**config.mk**
```make
export PLATFORM = sky130hd
export DESIGN_NAME = pll_lock_monitor_flat
export DESIGN_NICKNAME = d
export VERILOG_FILES = /design/src/rtl/pll_lock_monitor_pkg.sv /design/src/rtl/pll_lock_monitor_if.sv /design/src/rtl/pll_lock_monitor_sync_edge_detect.sv /design/src/rtl/pll_lock_monitor.sv /design/src/flat_wrapper.sv
export SDC_FILE = /design/constraint.sdc
export NUM_CORES = 1
export LEC_CHECK = 0
export ABC_AREA = 0
export ABC_CLOCK_PERIOD_IN_PS = 3230
export BUFFER_PORTS_ARGS = -buffer_cell sky130_fd_sc_hd__buf_2
export CORE_AREA = 2 2 79 81
export CTS_BUF_LIST = sky130_fd_sc_hd__clkbuf_8 sky130_fd_sc_hd__clkbuf_16
export DETAILED_ROUTE_END_ITERATION = 12
export DIE_AREA = 0 0 81 83
export PLACE_DENSITY_LB_ADDON = 0.12
export SLEW_MARGIN = 30
export SYNTH_ARGS = -nofsm -noshare
export SYNTH_HDL_FRONTEND = slang
export SYNTH_SLANG_ARGS = --single-unit
```
**constraint.sdc**
```tcl
create_clock -name clock -period 3.23 [get_ports clock]
set_clock_uncertainty 0.1 [all_clocks]
set_input_delay 0.323 -clock clock [delete_from_list [all_inputs] [get_ports clock]]
set_output_delay 0.323 -clock clock [all_outputs]
set_load 0.005 [all_outputs]
```
**src/rtl/pll_lock_monitor_pkg.sv**
```systemverilog
// rtl/pll_lock_monitor_pkg.sv - shared types and constants for the PLL lock monitor
//
// Purpose: state enum, reference-period constants, phase width and the
//          phase-wrap helper used by pll_lock_monitor.
// Ports:   none (package).

package pll_mon_pkg;

  typedef enum logic [1:0] {
    NO_REF  = 2'd0,
    ACQUIRE = 2'd1,
    LOCKED  = 2'd2
  } pll_mon_state_t;

  localparam int NOMINAL_PERIOD = 1536;
  localparam int HALF_PERIOD    = 768;
  localparam int PHASE_W        = 11;

  // Fold the raw osc->ref delay into a signed error centred on the
  // quadrature lock point, in the range [-HALF_PERIOD, HALF_PERIOD).
  function automatic int wrap_phase(input int raw, input int target);
    int d;
    d = raw - target;
    if (d >= HALF_PERIOD) begin
      d = d - NOMINAL_PERIOD;
    end else if (d < -HALF_PERIOD) begin
      d = d + NOMINAL_PERIOD;
    end
    return d;
  endfunction

endpackage

```
**src/rtl/pll_lock_monitor_if.sv**
```systemverilog
// rtl/pll_lock_monitor_if.sv - status/control bundle between lock monitor and CSR path
//
// Purpose: groups the monitor's status outputs and the lock-lost clear.
// Ports (master = monitor side):
//   ref_present, locked, lock_lost : status flags
//   phase_err (signed), phase_valid : last phase error and its update strobe
//   ref_period                      : last measured reference period
//   clear_lost                      : clear pulse for lock_lost (into monitor)

interface pll_lock_monitor_if;
  import pll_mon_pkg::*;

  logic                      ref_present;
  logic                      locked;
  logic                      lock_lost;
  logic signed [PHASE_W-1:0] phase_err;
  logic                      phase_valid;
  logic [11:0]               ref_period;
  logic                      clear_lost;

  modport master (
    output ref_present, locked, lock_lost, phase_err, phase_valid, ref_period,
    input  clear_lost
  );

  modport slave (
    input  ref_present, locked, lock_lost, phase_err, phase_valid, ref_period,
    output clear_lost
  );

endinterface

```
**src/rtl/pll_lock_monitor_sync_edge_detect.sv**
```systemverilog
// rtl/pll_lock_monitor_sync_edge_detect.sv - 2-flop synchroniser with rising-edge pulse
//
// Purpose: brings one divider output into the clock domain and flags its rising edge.
// Ports:
//   clock, reset : system clock, synchronous active-high reset
//   din          : raw input (may be asynchronous)
//   rise         : combinational rising-edge flag, one cycle ahead of pulse
//   pulse        : registered one-cycle rising-edge pulse

module sync_edge_detect (
  input  logic clock,
  input  logic reset,
  input  logic din,
  output logic rise,
  output logic pulse
);

  logic s1, s2, s3;

  assign rise = s2 & ~s3;

  always_ff @(posedge clock) begin
    if (reset) begin
      s1    <= 1'b0;
      s2    <= 1'b0;
      s3    <= 1'b0;
      pulse <= 1'b0;
    end else begin
      s1    <= din;
      s2    <= s1;
      s3    <= s2;
      pulse <= rise;
    end
  end

endmodule

```
**src/rtl/pll_lock_monitor.sv**
```systemverilog
// rtl/pll_lock_monitor.sv - reference presence, phase error and lock tracking for the 10 MHz PLL
//
// Purpose: measures the osc->ref rising-edge delay of the two 80 kHz divider
//          outputs, reports signed phase error, reference presence, lock state
//          and a sticky lock-lost flag.
// Build option: PLL_MON_PERIOD_CHECK_EN adds reference period measurement and
//               makes out-of-tolerance periods count as bad.
// Ports:
//   clock, reset : 122.88 MHz clock, synchronous active-high reset
//   ref_80khz    : divided reference (asynchronous)
//   osc_80khz    : divided VCXO (synchronous)
//   mon          : status bundle (master side), includes clear_lost

module pll_lock_monitor
  import pll_mon_pkg::*;
#(
  parameter int TARGET_OFFSET = 384,
  parameter int LOCK_TOL      = 32,
  parameter int LOCK_COUNT    = 16,
  parameter int UNLOCK_COUNT  = 4,
  parameter int REF_TIMEOUT   = 4096,
  parameter int PERIOD_TOL    = 8
) (
  input  logic                clock,
  input  logic                reset,
  input  logic                ref_80khz,
  input  logic                osc_80khz,
  pll_lock_monitor_if.master  mon
);

  localparam int TO_W = $clog2(REF_TIMEOUT + 1);
  localparam int GW   = $clog2(LOCK_COUNT + 1);
  localparam int BW   = $clog2(UNLOCK_COUNT + 1);

  logic ref_edge, osc_edge, osc_rise, ref_rise_unused;

  sync_edge_detect u_ref_sync (.clock(clock), .reset(reset), .din(ref_80khz),
                               .rise(ref_rise_unused), .pulse(ref_edge));
  sync_edge_detect u_osc_sync (.clock(clock), .reset(reset), .din(osc_80khz),
                               .rise(osc_rise), .pulse(osc_edge));

  // Phase counter is cleared from the early rise flag so it reads exactly k
  // when the ref pulse arrives k cycles after the osc pulse.
  logic [PHASE_W-1:0] phase_cnt, raw_cnt;
  logic               osc_seen, meas, phase_ok, period_ok;
  int                 d_int;

  always_ff @(posedge clock) begin
    if (reset) begin
      phase_cnt <= '0;
      osc_seen  <= 1'b0;
    end else begin
      if (osc_rise) phase_cnt <= '0;
      else if (phase_cnt != '1) phase_cnt <= phase_cnt + 1'b1;
      if (osc_edge) osc_seen <= 1'b1;
    end
  end

  assign raw_cnt  = osc_edge ? '0 : phase_cnt;
  assign d_int    = wrap_phase(int'(raw_cnt), TARGET_OFFSET);
  assign phase_ok = (d_int <= LOCK_TOL) && (d_int >= -LOCK_TOL);
  assign meas     = ref_edge && (osc_seen || osc_edge);

  // Timeout counter restarts at 1 so ref_present drops exactly REF_TIMEOUT
  // cycles after the ref pulse; ref_seen masks the post-reset count.
  logic [TO_W-1:0] to_cnt;
  logic            ref_seen, ref_present;

  always_ff @(posedge clock) begin
    if (reset) begin
      to_cnt   <= '0;
      ref_seen <= 1'b0;
    end else if (ref_edge) begin
      to_cnt   <= TO_W'(1);
      ref_seen <= 1'b1;
    end else if (int'(to_cnt) < REF_TIMEOUT) begin
      to_cnt   <= to_cnt + 1'b1;
    end
  end

  assign ref_present = ref_seen && (int'(to_cnt) < REF_TIMEOUT);

`ifdef PLL_MON_PERIOD_CHECK_EN
  logic [11:0] per_cnt, ref_period_q;
  logic        have_period;

  always_ff @(posedge clock) begin
    if (reset) begin
      per_cnt      <= '0;
      have_period  <= 1'b0;
      ref_period_q <= '0;
    end else if (ref_edge) begin
      per_cnt     <= 12'd1;
      have_period <= 1'b1;
      if (have_period) ref_period_q <= per_cnt;
    end else begin
      if (per_cnt != '1) per_cnt <= per_cnt + 1'b1;
      // Losing the reference invalidates the running period.
      if (!ref_present) have_period <= 1'b0;
    end
  end

  assign period_ok = !have_period ||
                     ((int'(per_cnt) >= NOMINAL_PERIOD - PERIOD_TOL) &&
                      (int'(per_cnt) <= NOMINAL_PERIOD + PERIOD_TOL));
  assign mon.ref_period = ref_period_q;
`else
  assign period_ok      = 1'b1;
  assign mon.ref_period = '0;
`endif

  logic signed [PHASE_W-1:0] phase_err_q;
  logic                      phase_valid_q, good_q;

  always_ff @(posedge clock) begin
    if (reset) begin
      phase_err_q   <= '0;
      phase_valid_q <= 1'b0;
      good_q        <= 1'b0;
    end else begin
      phase_valid_q <= meas;
      if (meas) begin
        phase_err_q <= PHASE_W'(d_int);
        good_q      <= phase_ok && period_ok;
      end
    end
  end

  pll_mon_state_t state, state_next;
  logic [GW-1:0]  good_cnt, good_next;
  logic [BW-1:0]  bad_cnt, bad_next;
  logic           lock_lost_q, set_lost;

  always_ff @(posedge clock) begin
    if (reset) begin
      state       <= NO_REF;
      good_cnt    <= '0;
      bad_cnt     <= '0;
      lock_lost_q <= 1'b0;
    end else begin
      state    <= state_next;
      good_cnt <= good_next;
      bad_cnt  <= bad_next;
      if (set_lost) lock_lost_q <= 1'b1;
      else if (mon.clear_lost) lock_lost_q <= 1'b0;
    end
  end

  always_comb begin
    state_next = state;
    good_next  = good_cnt;
    bad_next   = bad_cnt;
    case (state)
      NO_REF: begin
        // The strobe that raises ref_present is the first of the good run.
        if (ref_present) begin
          state_next = ACQUIRE;
          good_next  = (phase_valid_q && good_q) ? GW'(1) : '0;
          bad_next   = '0;
        end
      end
      ACQUIRE: begin
        if (phase_valid_q) begin
          if (!good_q) begin
            good_next = '0;
          end else if (int'(good_cnt) + 1 >= LOCK_COUNT) begin
            state_next = LOCKED;
            good_next  = '0;
            bad_next   = '0;
          end else begin
            good_next = good_cnt + 1'b1;
          end
        end
      end
      LOCKED: begin
        if (phase_valid_q) begin
          if (good_q) begin
            bad_next = '0;
          end else if (int'(bad_cnt) + 1 >= UNLOCK_COUNT) begin
            state_next = ACQUIRE;
            good_next  = '0;
            bad_next   = '0;
          end else begin
            bad_next = bad_cnt + 1'b1;
          end
        end
      end
      default: state_next = NO_REF;
    endcase
    if (!ref_present) begin
      state_next = NO_REF;
      good_next  = '0;
      bad_next   = '0;
    end
    set_lost = (state == LOCKED) && (state_next != LOCKED);
  end

  assign mon.ref_present = ref_present;
  assign mon.locked      = (state == LOCKED);
  assign mon.lock_lost   = lock_lost_q;
  assign mon.phase_err   = phase_err_q;
  assign mon.phase_valid = phase_valid_q;

endmodule

```
**src/flat_wrapper.sv**
```systemverilog
// flat-port wrapper written by rule: the top's interface ports become plain ports
module pll_lock_monitor_flat import pll_mon_pkg::*;
#(
  parameter int TARGET_OFFSET = 384,
  parameter int LOCK_TOL      = 32,
  parameter int LOCK_COUNT    = 16,
  parameter int UNLOCK_COUNT  = 4,
  parameter int REF_TIMEOUT   = 4096,
  parameter int PERIOD_TOL    = 8
)
  (clock, reset, ref_80khz, osc_80khz, mon_ref_present, mon_locked, mon_lock_lost, mon_phase_err, mon_phase_valid, mon_ref_period, mon_clear_lost);
  pll_lock_monitor_if mon_i ();
  input  logic clock;
  input  logic reset;
  input  logic ref_80khz;
  input  logic osc_80khz;
  output wire logic [$bits(mon_i.ref_present)-1:0] mon_ref_present;
  output wire logic [$bits(mon_i.locked)-1:0] mon_locked;
  output wire logic [$bits(mon_i.lock_lost)-1:0] mon_lock_lost;
  output wire logic [$bits(mon_i.phase_err)-1:0] mon_phase_err;
  output wire logic [$bits(mon_i.phase_valid)-1:0] mon_phase_valid;
  output wire logic [$bits(mon_i.ref_period)-1:0] mon_ref_period;
  input wire logic [$bits(mon_i.clear_lost)-1:0] mon_clear_lost;
  assign mon_ref_present = mon_i.ref_present;
  assign mon_locked = mon_i.locked;
  assign mon_lock_lost = mon_i.lock_lost;
  assign mon_phase_err = mon_i.phase_err;
  assign mon_phase_valid = mon_i.phase_valid;
  assign mon_ref_period = mon_i.ref_period;
  assign mon_i.clear_lost = mon_clear_lost;
  pll_lock_monitor #(.TARGET_OFFSET(TARGET_OFFSET), .LOCK_TOL(LOCK_TOL), .LOCK_COUNT(LOCK_COUNT), .UNLOCK_COUNT(UNLOCK_COUNT), .REF_TIMEOUT(REF_TIMEOUT), .PERIOD_TOL(PERIOD_TOL)) u_core (.clock(clock), .reset(reset), .ref_80khz(ref_80khz), .osc_80khz(osc_80khz), .mon(mon_i));
endmodule
```
==> Word-level counts from Yosys, hierarchy flattened <==
Index checks and enable logic that the tools add are counted.
Widths: inputs -> output; s select.
{ "classes": {"n_addsub": 9, "order_cmp": 7, "eq_ne": 10, "muxes": 30, "bitwise_logic": 5, "reduce_logical": 15} }
{ "ops": {"columns": ["operator", "count"], "rows": [
  ["$ge 32x6->1 const B", 2],
  ["$mux 32", 2],
  ["$add 32x12->32 const B", 1],
  ["$ge 32x11->1 const B", 1],
  ["$ge 32x4->1 const B", 1],
  ["$le 32x7->1 const B", 1],
  ["$lt 32x11->1 const B", 1],
  ["$sub 32x12->32 const B", 1],
  ["$mux 5", 6],
  ["$mux 3", 6],
  ["$pmux 5 s3", 1],
  ["$mux 2", 7],
  ["$add 13x1->13 const B", 1],
  ["$lt 13x13->1 const B", 1],
  ["$sub 11x9->12 const B", 1],
  ["$add 11x1->11 const B", 1],
  ["$mux 11", 1],
  ["$ne 11x11->1 const B", 1],
  ["$ne 2x1->1 const B", 5],
  ["$reduce_and 5->1", 2],
  ["$pmux 3 s3", 1],
  ["$add 5x1->6 const B", 1],
  ["$pmux 2 s3", 1],
  ["$reduce_or 2->1", 3],
  ["other kinds (14)", 27]
]} }
{ "totals": {"reg_bits": 58, "input_bits": 5, "out_inout_bits": 27, "wordCells": 96} }

==> Depth between registers and ports, before layout <==
{ "logic_depth": {"ltp_word": 10, "depth_mapped": 14, "depth_no_buf": 11} }

==> By module <==
Synthesis repeated with hierarchy kept, for this count alone.
{ "unflattened": {"cells_unflattened": 343, "area_unflattened_um2": 2954.1} }
{ "by_module_without_submodules": {"columns": ["mod", "n_inst", "cells_per_inst", "area_per_inst_um2"], "rows": [
  ["pll_lock_monitor", 1, 325, 2718.9],
  ["sync_edge_detect", 2, 9, 117.6]
]} }

==> Worst setup path after synthesis <==
No wires, ideal clock.
{ "synth_timing": {"path_type": "register -> register", "from": "reg u_core.u_osc_sync.pulse", "to": "reg u_core.good_q", "t_arrival_ns": 2.885, "setup_slack_ns": 0.153, "path_stages_with_launch": 14, "synth_period_minus_slack_ns": 3.077, "path_cell_list": "dfxtp_1 > clkbuf_1 > clkbuf_1 > nor2b_1 > ha_1 > clkbuf_1 > nor2_1 > inv_1 > ha_1 > a2111oi_0 > a31oi_1 > nor4_1 > nor2_1 > o32ai_1"} }
{ "synth_between": {"elab_chain_cells": 7} }
{ "synth_rtl": {"columns": ["item", "line_no", "rtl"], "rows": [
  ["start, declared", "pll_lock_monitor_sync_edge_detect.sv:15", "output logic pulse"],
  ["start signal, assigned", "pll_lock_monitor_sync_edge_detect.sv:32", "pulse <= rise;"],
  ["$mux 11", "pll_lock_monitor.sv:59", "assign raw_cnt = osc_edge ? '0 : phase_cnt;"],
  ["$sub 11x9->12", "pll_lock_monitor_pkg.sv:23", "d = raw - target;"],
  ["$add 32x12->32 / $lt 32x11->1 (equally long branches)", "pll_lock_monitor_pkg.sv:27, pll_lock_monitor_pkg.sv:26", null],
  ["$mux 32", "pll_lock_monitor_pkg.sv:26", "end else if (d < -HALF_PERIOD) begin"],
  ["$mux 32", "pll_lock_monitor_pkg.sv:24", "if (d >= HALF_PERIOD) begin"],
  ["$le 32x7->1 / $ge 32x6->1 (equally long branches)", "pll_lock_monitor.sv:61", "assign phase_ok = (d_int <= LOCK_TOL) && (d_int >= -LOCK_TOL);"],
  ["$logic_and 1x1->1", "pll_lock_monitor.sv:61", null],
  ["end signal, assigned", "pll_lock_monitor.sv:124", "good_q <= phase_ok && period_ok;"],
  ["end, declared", "pll_lock_monitor.sv:113", "logic phase_valid_q, good_q;"]
]} }
Parallel ways exist; a longest one is shown, timed or not.
A chain may end at the register's enable or synchronous reset.

==> Worst setup path after layout <==
{ "layout_timing": {"from": "reg u_core.phase_cnt[7]", "to": "reg u_core.good_q"} }
{ "layout_between": {"elab_chain_cells": 7} }
{ "layout_rtl": {"columns": ["item", "line_no", "rtl"], "rows": [
  ["start, declared", "pll_lock_monitor.sv:44", "logic [PHASE_W-1:0] phase_cnt, raw_cnt;"],
  ["start signal, assigned", "pll_lock_monitor.sv:54", "else if (phase_cnt != '1) phase_cnt <= phase_cnt + 1'b1;"],
  ["$mux 11 (*)", "pll_lock_monitor.sv:59", null],
  ["$sub 11x9->12 (*)", "pll_lock_monitor_pkg.sv:23", null],
  ["$add 32x12->32 / $lt 32x11->1 (equally long branches)", "pll_lock_monitor_pkg.sv:27, pll_lock_monitor_pkg.sv:26", null],
  ["$mux 32", "pll_lock_monitor_pkg.sv:26", null],
  ["$mux 32 (*)", "pll_lock_monitor_pkg.sv:24", null],
  ["$le 32x7->1 / $ge 32x6->1 (equally long branches)", "pll_lock_monitor.sv:61", null],
  ["$logic_and 1x1->1 (*)", "pll_lock_monitor.sv:61", null]
]} }
Mark *: on every way between the ends. The rest lies on a longest branch, timed or not.

==> results.sh <==
export IMPL_postCtsSetupRepairBufs=0
export IMPL_cts_htree_levels=3
export IMPL_synth_edf_count=0
export IMPL_route_antenna_remaining_nets=0
export IMPL_wl_per_cell_um=12.2
export IMPL_drt_initial_drc_count=122
export IMPL_synth_ff_type="dfxtp_1"
export IMPL_dr_pass1_iters=4
export IMPL_criticalPathCategory="reg2reg"
export IMPL_initial_utilization_pct=51.6
export IMPL_synthCells=355
export IMPL_overflow=0
export IMPL_regArea_um2=1160
export IMPL_switching_power_uw=299
export IMPL_fmax_mhz=358
export IMPL_post_dp_hpwl_um=3920
export IMPL_period_share_pct=86.5
export IMPL_crit_chain="nor2b_1 > ha_2 > xor2_1 > ha_1 > ha_1 > a2111oi_0 > a31oi_1 > nor4_1 > nor2_1 > o32ai_1"
export IMPL_seq_power_share_pct=53.2
export IMPL_clkPwrFrac_pct=43.2
export IMPL_multi_input_area_um2=1690
export IMPL_drc_errors=0
export IMPL_rows=28
export IMPL_peakVddDrop_v=0.000281
export IMPL_hp_class="in2reg"
export IMPL_min_period_ns=2.80
export IMPL_whs_ns=0.105
export IMPL_cp_max_fo=8
export IMPL_cp_startpoint="u_core.phase_cnt[7]"
export IMPL_seq_area_frac_synth_pct=38.7
export IMPL_gp_routability_congestion=0.825
export IMPL_cpMaxStageDelayCell="dfxtp_1"
export IMPL_grt_pass1_vias=2265
export IMPL_status="complete, no violations"
export IMPL_clk_pin_slew_ns=0.06
export IMPL_port_buffers=19
export IMPL_min_from="osc_80khz"
export IMPL_die_h_um=83
export IMPL_drive_gt1_share_pct=11.4
export IMPL_core_area_um2=5820
export IMPL_async_flop_share_pct=0
export IMPL_via_count=2387
export IMPL_hold_viol=0
export IMPL_area_growth_pct=9.55
export IMPL_cp_required_ns=3.36
export IMPL_via_per_inst=5.28
export IMPL_slew_viol_final=0
export IMPL_cp_end_kind="register"
export IMPL_grt_usage_pct=18.5
export IMPL_startpoint_type="register"
export IMPL_die_width_um=81
export IMPL_grt_pass1_wl_um=9850
export IMPL_die_area_um2=6720
export IMPL_cts_root_buf="clkbuf_8"
export IMPL_setup_tns_final_ns=0
export IMPL_yosysWarningCount=0
export IMPL_synth_seq_cells=58
export IMPL_clk_latency_ns=0.33
export IMPL_cts_buffers=9
export IMPL_cts_tree="done"
export IMPL_wl_um=5520
export IMPL_ys_types=55
export IMPL_clockBufferDepth=2
export IMPL_fin_cells=452
export IMPL_clkSinkCount=58
export IMPL_cap_violations=0
export IMPL_crit_arrival_ns=2.93
export IMPL_nFillCells=563
export IMPL_place_inst=438
export IMPL_io_pins=32
export IMPL_grt_max_degree=27
export IMPL_pwr_share_comb_pct=3.5
export IMPL_p_int_uw=1090
export IMPL_power_density_nw_per_um2=422
export IMPL_total_leakage_power_uw=0.00133
export IMPL_num_antenna_cells=0
export IMPL_cpPeakStageDelay_ns=0.45
export IMPL_switching_share_pct=21.6
export IMPL_cpMostUsedCell="ha_1"
export IMPL_layout_nets=397
export IMPL_setup_viol=0
export IMPL_syn_area_per_cell_um2=8.45
export IMPL_antenna_found_initial=0
export IMPL_r2r_start="u_core.phase_cnt[7]"
export IMPL_syn_area_um2=3000
export IMPL_rsz0062_at_grt="no"
power groups by stage:
stage                     clock (uW)  combinational [uW]  sequential, uW
final                            599                48.7             737
after global routing             650                57.2             739
after CTS                        622                49.4             737
after detailed placement           0                49.1             753
after global placement             0                48.9             753
after floorplan                    0                48.9             750
repair_timing:
item | CTS | global route
hold buffers | 0 | 0
resized for setup | 0 | 1
setup endpoints to repair | 0 | 1
path summary, 6_finish.rpt:
| kind | to | slack, ns | cells after the start |
|---|---|---|---|
| worst max register to register | u_core.good_q | 0.43 | 10 |
| worst min register to register | u_core.u_ref_sync.pulse | 0.29 | 1 |
| worst max-delay path | u_core.good_q | 0.43 | 10 |
| worst min-delay path | u_core.u_osc_sync.s1 | 0.10 | 2 |
per-stage QoR:
step                area (um^2)  utilization (%)  setup slack (ns)  total power, uW
floorplan                  3040                -             0.153              799
global placement           3110             53.5             0.438              802
detailed placement         3110             53.5             0.398              802
CTS                        3280             56.5             0.377             1410
global route               3290             56.5            0.0590             1450
finish                     3290             56.5             0.434             1390
cell type report:
class	instances	area share [%]
Tap cell	75	2.86
Inverter	14	1.60
Sequential cell	58	35.3
Multi-Input combinational cell	269	51.4
Timing Repair Buffer	22	3.58
Clock inverter	5	1.49
Clock buffer	9	3.77
cell usage after synthesis (all sizes together) (2+ instances only):
cell,count,area [um^2]
dfxtp,58,1160
nor2,57,214
a21oi,28,140
ha,18,225
nand2,18,67.6
nor2b,18,113
buf,15,104
inv,14,52.6
o21ai,11,55.1
clkbuf,10,37.5
xor2,9,78.8
mux2i,7,70.1
nand3,7,35.0
nand4,7,43.8
nor3b,7,52.6
xnor2,7,61.3
and2,6,37.5
a31oi,5,31.3
and3,5,33.8
o21bai,4,33.8
a211oi,3,22.5
nor3,3,15.0
or3,3,18.8
a2111oi,2,36.3
a21boi,2,18.8
nand2b,2,12.5
nand3b,2,15.0
nand4b,2,17.5
nor4,2,12.5
nor4b,2,17.5
o31ai,2,15.0
or2,2,12.5
or4,2,15.0
kinds of logic (layout without fill, tap and decap cells):
logic type               count (synthesis)  count (layout)  share of synthesized area (%)
AND/OR/NAND/NOR                        148             148                           25.3
AO/OA/AOI/OAI                           68              68                           14.9
flip-flops                              58              58                           38.7
buffers and inverters                   39              50                           6.47
adder cells (fa/ha/maj)                 18              18                           7.51
XOR/XNOR                                16              16                           4.67
multiplexers                             7               7                           2.34
other                                    1              12                          0.125
layout by cell type, fill, tap and decap left out, types with 5 or more instances in the layout:
cell type  Yosys  routed
conb_1         1      12
inv_1         14      15
ha_1          18      17
dfxtp_1       58      58
o21ai_0       10      10
mux2i_1        7       7
xnor2_1        7       7
nor2_1        57      57
and2_1         6       6
nor3b_1        7       7
nor2b_1       18      18
nand2_1       18      18
nand4_1        7       7
clkbuf_8       0       9
xor2_1         9       9
a21oi_1       28      28
a31oi_1        5       5
buf_2          2      19
nand3_1        7       7
worst max-delay path: cells and delay by family (launching register included):
kind | cells | cell delay [ns]
simple gates | 3 | 0.58
flops | 1 | 0.45
compound gates | 3 | 0.70
xor+xnor | 1 | 0.13
fa+ha+maj | 3 | 0.74
per-layer routing:
| metal | up-vias | GRT usage (%) | wire length (um) |
|---|---|---|---|
| met5 | - | 0 | 0 |
| met2 | 29 | 27.9 | 2450 |
| met1 | 1112 | 24.7 | 2850 |
| met3 | 5 | 4.89 | 162 |
| li1 | 1241 | - | - |
| met4 | 0 | 7.70 | 49 |
flip-flops by register name, indices dropped and copies added, names as in the netlist:
signal	flops
u_core.osc_seen	1
u_core.mon.lock_lost	1
u_core.good_cnt	5
u_core.state	2
u_core.phase_cnt	11
u_core.u_ref_sync.s2	1
u_core.to_cnt	13
u_core.ref_seen	1
u_core.mon.phase_err	11
u_core.good_q	1
u_core.u_osc_sync.pulse	1
u_core.u_osc_sync.s1	1
u_core.u_osc_sync.s2	1
u_core.u_osc_sync.s3	1
u_core.bad_cnt	3
u_core.u_ref_sync.s1	1
u_core.mon.phase_valid	1
u_core.u_ref_sync.pulse	1
u_core.u_ref_sync.s3	1
Power figures use the tool's default switching activity.
